==> config.mk <==
export PLATFORM = sky130hd
export DESIGN_NAME = counter_uart_reporter
export DESIGN_NICKNAME = d
export VERILOG_FILES = /design/src/rtl/counter_uart_reporter_pkg.sv /design/src/rtl/counter_uart_reporter_tx_byte.sv /design/src/rtl/counter_uart_reporter.sv
export SDC_FILE = /design/constraint.sdc
export NUM_CORES = 1
export LEC_CHECK = 0
export BUFFER_PORTS_ARGS = -buffer_cell sky130_fd_sc_hd__buf_2
export CAP_MARGIN = 40
export CORE_UTILIZATION = 45
export CTS_BUF_LIST = sky130_fd_sc_hd__clkbuf_2
export DETAILED_ROUTE_END_ITERATION = 8
export PLACE_DENSITY_LB_ADDON = 0.08
export SLEW_MARGIN = 10
export SYNTH_ARGS = -nofsm -noshare
export SYNTH_HDL_FRONTEND = slang
export SYNTH_SLANG_ARGS = --single-unit
==> constraint.sdc <==
create_clock -name clk -period 4.25 [get_ports clk]
set_input_delay 1.0625 -clock clk [delete_from_list [all_inputs] [get_ports clk]]
set_output_delay 1.0625 -clock clk [all_outputs]
set_load 0.01 [all_outputs]
==> src/rtl/counter_uart_reporter_pkg.sv <==
// Shared types, ASCII constants and nibble-to-hex mapping for the counter UART reporter.
package counter_uart_pkg;

  typedef enum logic [1:0] {IDLE, START, DATA, STOP} state_t;

  localparam logic [7:0] ASCII_CR    = 8'h0D;
  localparam logic [7:0] ASCII_LF    = 8'h0A;
  localparam logic [7:0] ASCII_0     = 8'h30;
  localparam logic [7:0] ASCII_A_OFS = 8'h37;

  function automatic logic [7:0] nibble_to_ascii(input logic [3:0] n);
    return (n < 4'd10) ? (ASCII_0 + {4'h0, n}) : (ASCII_A_OFS + {4'h0, n});
  endfunction

endpackage

==> src/rtl/counter_uart_reporter_tx_byte.sv <==
// 8N1 byte serializer: start, 8 data bits LSB first, stop, each held CLK_DIV cycles.
module uart_tx_byte
  import counter_uart_pkg::*;
#(
  parameter int CLK_DIV = 1000
) (
  input  logic       clk,
  input  logic       rst,
  input  logic       load,
  input  logic [7:0] data,
  output logic       ready,
  output logic       tx,
  output logic       done
);

  localparam int            BW        = (CLK_DIV > 1) ? $clog2(CLK_DIV) : 1;
  localparam logic [BW-1:0] BAUD_LAST = BW'(CLK_DIV - 1);

  state_t        state;
  logic [BW-1:0] baud;
  logic [2:0]    bit_idx;
  logic [7:0]    shreg;
  logic          bit_end;

  assign bit_end = (baud == BAUD_LAST);
  // Ready also during the final stop cycle so the next byte starts with no gap.
  assign ready   = (state == IDLE) || ((state == STOP) && bit_end);

  always_ff @(posedge clk) begin
    if (rst) begin
      state   <= IDLE;
      baud    <= '0;
      bit_idx <= '0;
      shreg   <= '0;
      tx      <= 1'b1;
      done    <= 1'b0;
    end else begin
      done <= 1'b0;
      case (state)
        IDLE: begin
          if (load) begin
            state <= START;
            shreg <= data;
            tx    <= 1'b0;
            baud  <= '0;
          end
        end
        START: begin
          if (bit_end) begin
            baud    <= '0;
            state   <= DATA;
            bit_idx <= '0;
            tx      <= shreg[0];
            shreg   <= {1'b0, shreg[7:1]};
          end else begin
            baud <= baud + 1'b1;
          end
        end
        DATA: begin
          if (bit_end) begin
            baud <= '0;
            if (bit_idx == 3'd7) begin
              state <= STOP;
              tx    <= 1'b1;
            end else begin
              bit_idx <= bit_idx + 3'd1;
              tx      <= shreg[0];
              shreg   <= {1'b0, shreg[7:1]};
            end
          end else begin
            baud <= baud + 1'b1;
          end
        end
        STOP: begin
          if (bit_end) begin
            done <= 1'b1;
            baud <= '0;
            if (load) begin
              state <= START;
              shreg <= data;
              tx    <= 1'b0;
            end else begin
              state <= IDLE;
            end
          end else begin
            baud <= baud + 1'b1;
          end
        end
        default: state <= IDLE;
      endcase
    end
  end

endmodule

==> src/rtl/counter_uart_reporter.sv <==
// Latches a 16-bit sample and reports it over UART as 4 hex digits, optionally followed by CR LF.
module counter_uart_reporter
  import counter_uart_pkg::*;
#(
  parameter int CLK_DIV   = 1000,
  parameter bit SEND_CRLF = 1'b1
) (
  input  logic        clk,
  input  logic        rst,
  input  logic [15:0] sample_data,
  input  logic        sample_valid,
  output logic        sample_ready,
  output logic        tx,
  output logic        busy,
  output logic        frame_done
);

  localparam int         NBYTES   = SEND_CRLF ? 6 : 4;
  localparam logic [2:0] LAST_IDX = 3'(NBYTES - 1);

  logic [15:0] latch;
  logic [2:0]  byte_idx;
  logic        accept;
  logic        next_byte;
  logic        tx_load;
  logic        tx_ready;
  logic        tx_done;
  logic [7:0]  tx_data;

  function automatic logic [7:0] frame_byte(input logic [2:0] idx, input logic [15:0] v);
    case (idx)
      3'd0:    return nibble_to_ascii(v[15:12]);
      3'd1:    return nibble_to_ascii(v[11:8]);
      3'd2:    return nibble_to_ascii(v[7:4]);
      3'd3:    return nibble_to_ascii(v[3:0]);
      3'd4:    return ASCII_CR;
      default: return ASCII_LF;
    endcase
  endfunction

  assign sample_ready = ~busy;
  assign accept       = sample_valid & sample_ready & ~rst;
  assign next_byte    = busy & tx_ready & (byte_idx != LAST_IDX);
  assign tx_load      = accept | next_byte;
  // The first byte comes straight from the input because the latch only updates at the accept edge.
  assign tx_data      = busy ? frame_byte(byte_idx + 3'd1, latch) : frame_byte(3'd0, sample_data);
  // The serializer only reports done with busy already cleared after the last stop bit.
  assign frame_done   = tx_done & ~busy;

  always_ff @(posedge clk) begin
    if (rst) begin
      busy     <= 1'b0;
      byte_idx <= '0;
      latch    <= '0;
    end else if (accept) begin
      busy     <= 1'b1;
      byte_idx <= '0;
      latch    <= sample_data;
    end else if (busy && tx_ready) begin
      if (byte_idx == LAST_IDX) begin
        busy <= 1'b0;
      end else begin
        byte_idx <= byte_idx + 3'd1;
      end
    end
  end

  uart_tx_byte #(
    .CLK_DIV(CLK_DIV)
  ) u_tx (
    .clk  (clk),
    .rst  (rst),
    .load (tx_load),
    .data (tx_data),
    .ready(tx_ready),
    .tx   (tx),
    .done (tx_done)
  );

endmodule

==> reports/results.md <==
| Metric | Reported |
| --- | --- |
| Critical Path Fanout Max | 12 |
| Leading area contributor after synthesis | sky130_fd_sc_hd__dfxtp_1 |
| DR iter-0 viols | 119 |
| Detailed-router iteration count before antenna repair | 4 |
| Largest net degree at the start of global routing | 31 |
| Tightest Pin Transition | 0.841 ns |
| Total length of routed wires | 6140 µm |
| Vertical extent of the die | 79.6 µm |
| Worst clock skew | 0.0156 ns |
| Area taken by flip-flops and latches | 881 µm² |
| Reported leakage power | 1.12 nW |
| First-pass GRT wire length | 10300 µm |
| Critical hold path startpoint | u_tx.shreg[5] |
| Post-synthesis instance area | 2710 µm² |
| Power per standard cell area | 489 nW/µm² |
| Final Cycle Share | 59.0% |
| Drt wl/cell | 14.6 µm |
| Unrepaired setup endpoints after global routing | false |
| Logic pwr share | 39.3% |
| Share of synthesized flip-flops with an asynchronous set or reset | 0% |
| Setup TNS | 0 ns |
| Most frequent cells in the layout | sky130_fd_sc_hd__dfxtp_1, sky130_fd_sc_hd__nand2_1, sky130_fd_sc_hd__o21ai_0, sky130_fd_sc_hd__a21oi_1, sky130_fd_sc_hd__nor2_1 |
| Cells after synthesis | 331 |
| Diode insertion count for antenna repair | 0 |
| Vias per inst | 5.64 |
| Post-synthesis area per instance | 8.20 µm² |
| Data required time at the worst endpoint | 3.19 ns |
| Setup Crit Path Kind | reg2out |
| Buffers on Ports | 22 |
| # hold bufs at CTS | 0 |
| Residual overflow from global routing | 0 |
| Core outline area | 5640 µm² |
| Minimum clock period | 2.51 ns |
| Total of endpoints with negative setup slack in the final report | 0 |
| Crit path arrival time | 1.45 ns |
| Sequential-to-total area share from yosys stat | 32.5% |
| Number of global-route vias before repair | 2081 |
| Capture point of the worst reg-to-reg path | u_tx.shreg[3] |
| FF-to-FF path depth | 6 |
| Cell row count | 27 |
| Flop and latch count out of synthesis | 44 |
| CTS clock-pin slew for the worst setup and hold paths | 0.23 ns |
| YS warnings | 0 |
| Clock Sinks | 44 |
| Final Hold Slack | 0.466 ns |
| TritonCTS clock tree | done |
| Final hold violation count | 0 |
| Critical path endpoint category | output pin |
| Result of the run | finished, final reports clean |
| Smallest setup slack after layout | 1.74 ns |
| Number of buffers created by CTS | 5 |
| Reg2reg setup slack | 2.07 ns |
| Detailed Place HPWL | 4520 µm |
| Slew Limit Headroom | 43.9% |
| Root cell of the clock tree | sky130_fd_sc_hd__clkbuf_2 |
| Mapped Nets | 368 |
| Gp weighted congestion | 0.826 |
| Count of maximum capacitance violations | 0 |
| Die width | 79.6 µm |
| Synth-to-Final Area Change | 9.78% |
| Hold EP | u_tx.shreg[5] |
| Die Outline Area | 6340 µm² |
| Placement Setup Slack | 1.56 ns |
| Top-Level Pins | 23 |
| Internal power | 922 µW |
| Top-area cell type share of the netlist area | 32.5% |
| Initial antenna violation count | 0 |
| Most common library cell in the layout ignoring fill and taps | sky130_fd_sc_hd__dfxtp_1 |
| Area contributors post-synth | sky130_fd_sc_hd__dfxtp_1, sky130_fd_sc_hd__ha_1, sky130_fd_sc_hd__a21oi_1 |
| CTS HTree Levels | 2 |
| Count of vias placed by the detailed router | 2367 |
| Startpoint of the most critical register-to-register path | byte_idx[0] |
| DRC violations left | 0 |
| Worst hold path class | reg2reg |
| Fraction of power spent switching nets | 36.7% |
| Count of flip-flops with a built-in enable after synthesis | 0 |
| First element of the critical path | busy |
| Post-route antenna net violation count | 0 |
| Hold Path Stages | 2 |
| Source-to-sink clock delay at the later pin of the worst-skew pair | 0.42 ns |
| Clock Power Share | 24.7% |
| Distinct cells, synth | 54 |
| Share of layout cells above drive strength 1 | 12.4% |
| # resized after CTS | 0 |
| Effective utilization at floorplan | 48.1% |
| Total setup buffers inserted after CTS | 0 |
| Fraction of power consumed by sequential logic | 36.0% |
| Switching power | 534 µW |
| Final nets | 384 |
| Achievable clock frequency | 0.399 GHz |
| Nature of the critical path startpoint | flip-flop |
| Maximum clock insertion buffer count | 2 |
| Aggregate global-route resource usage | 20.9% |
| Most frequently used flop master after synthesis | sky130_fd_sc_hd__dfxtp_1 |
| Number of fillers in the final layout | 559 |
| Footprint of the multi-input gates | 1700 µm² |
| Final Slew Violations | 0 |
| Maximum vdd drop | 0.269 mV |
## routing by layer
layer	vias to the layer above	part of all wire (%)	global-route usage (%)
li1	1238	-	-
met1	1078	51	28.7
met3	11	3.1	3.43
met5	-	0	0
met4	0	1.7	7.09
met2	40	44	32.7
## sequential cells by signal, indices dropped and copies added (netlist names)
register and flops:
busy 1, byte_idx 3, latch 16, u_tx.baud 10
u_tx.bit_idx 3, u_tx.done 1, u_tx.shreg 7, u_tx.state 2
u_tx.tx 1
## power by group through the flow
stage          Sequential, mW  Combinational [mW]  Clock, mW
2_1_floorplan           0.518               0.467          0
3_3_place_gp            0.531               0.563          0
4_1_cts                 0.523               0.570      0.367
5_1_grt                 0.534               0.634      0.387
6_report                0.524               0.572      0.360
3_5_place_dp            0.531               0.568          0
## through the flow
step | area [µm²] | utilization (%) | power [mW] | std cells
6_report | 2980 | 52.8 | 1.46 | 420
5_1_grt | 2980 | 52.8 | 1.56 | 420
4_1_cts | 2980 | 52.8 | 1.46 | 420
3_5_place_dp | 2860 | 50.7 | 1.10 | 412
3_3_place_gp | 2860 | 50.7 | 1.09 | 412
2_1_floorplan | 2710 | - | 0.985 | 331
## cells in the mapped netlist (all sizes together), types with 3 or more instances
cell type	n
dfxtp	44
nand2	34
o21ai	29
a21oi	27
nor2	24
inv	21
ha	18
clkbuf	11
nor3	10
a211oi	9
nand2b	9
a22o	8
nand3	8
xnor2	7
a22oi	6
nor2b	6
o41ai	5
a311oi	4
nand3b	4
nor3b	4
a31oi	3
and3	3
buf	3
o21bai	3
o31ai	3
## cell families (layout without fill, tap and decap cells)
family                   count (synthesis)  in the layout  synth area share, %
adder cells (fa/ha/maj)                 18             18                 8.30
XOR/XNOR                                 9              9                 3.18
AND/OR/NAND/NOR                        111            111                 20.8
AO/OA/AOI/OAI                          111            111                 29.0
flip-flops                              44             44                 32.5
buffers and inverters                   35             52                 5.03
multiplexers                             3              3                 1.15
## worst max-delay path: stages (launching register included)
cell                      delay (ns)
sky130_fd_sc_hd__dfxtp_1        0.66
sky130_fd_sc_hd__inv_1          0.19
sky130_fd_sc_hd__buf_2          0.18
## worst max-delay path by stage
stage	end	slack (ns)	depth (start not counted)
2_1_floorplan	u_tx.state[0]	1.98	6
3_3_place_gp	u_tx.shreg[4]	1.61	6
3_5_place_dp	u_tx.state[0]	1.56	6
4_1_cts	sample_ready	1.73	2
5_1_grt	sample_ready	1.60	2
6_report	sample_ready	1.74	2
## final cells by class
cell class	count	area share [%]
Clock buffer	5	0.840
Clock inverter	3	3.03
Sequential cell	44	29.6
Inverter	21	2.65
Multi-Input combinational cell	252	56.9
Timing Repair Buffer	23	3.95
Tap cell	72	3.03
(Power assumes the default switching activity.)
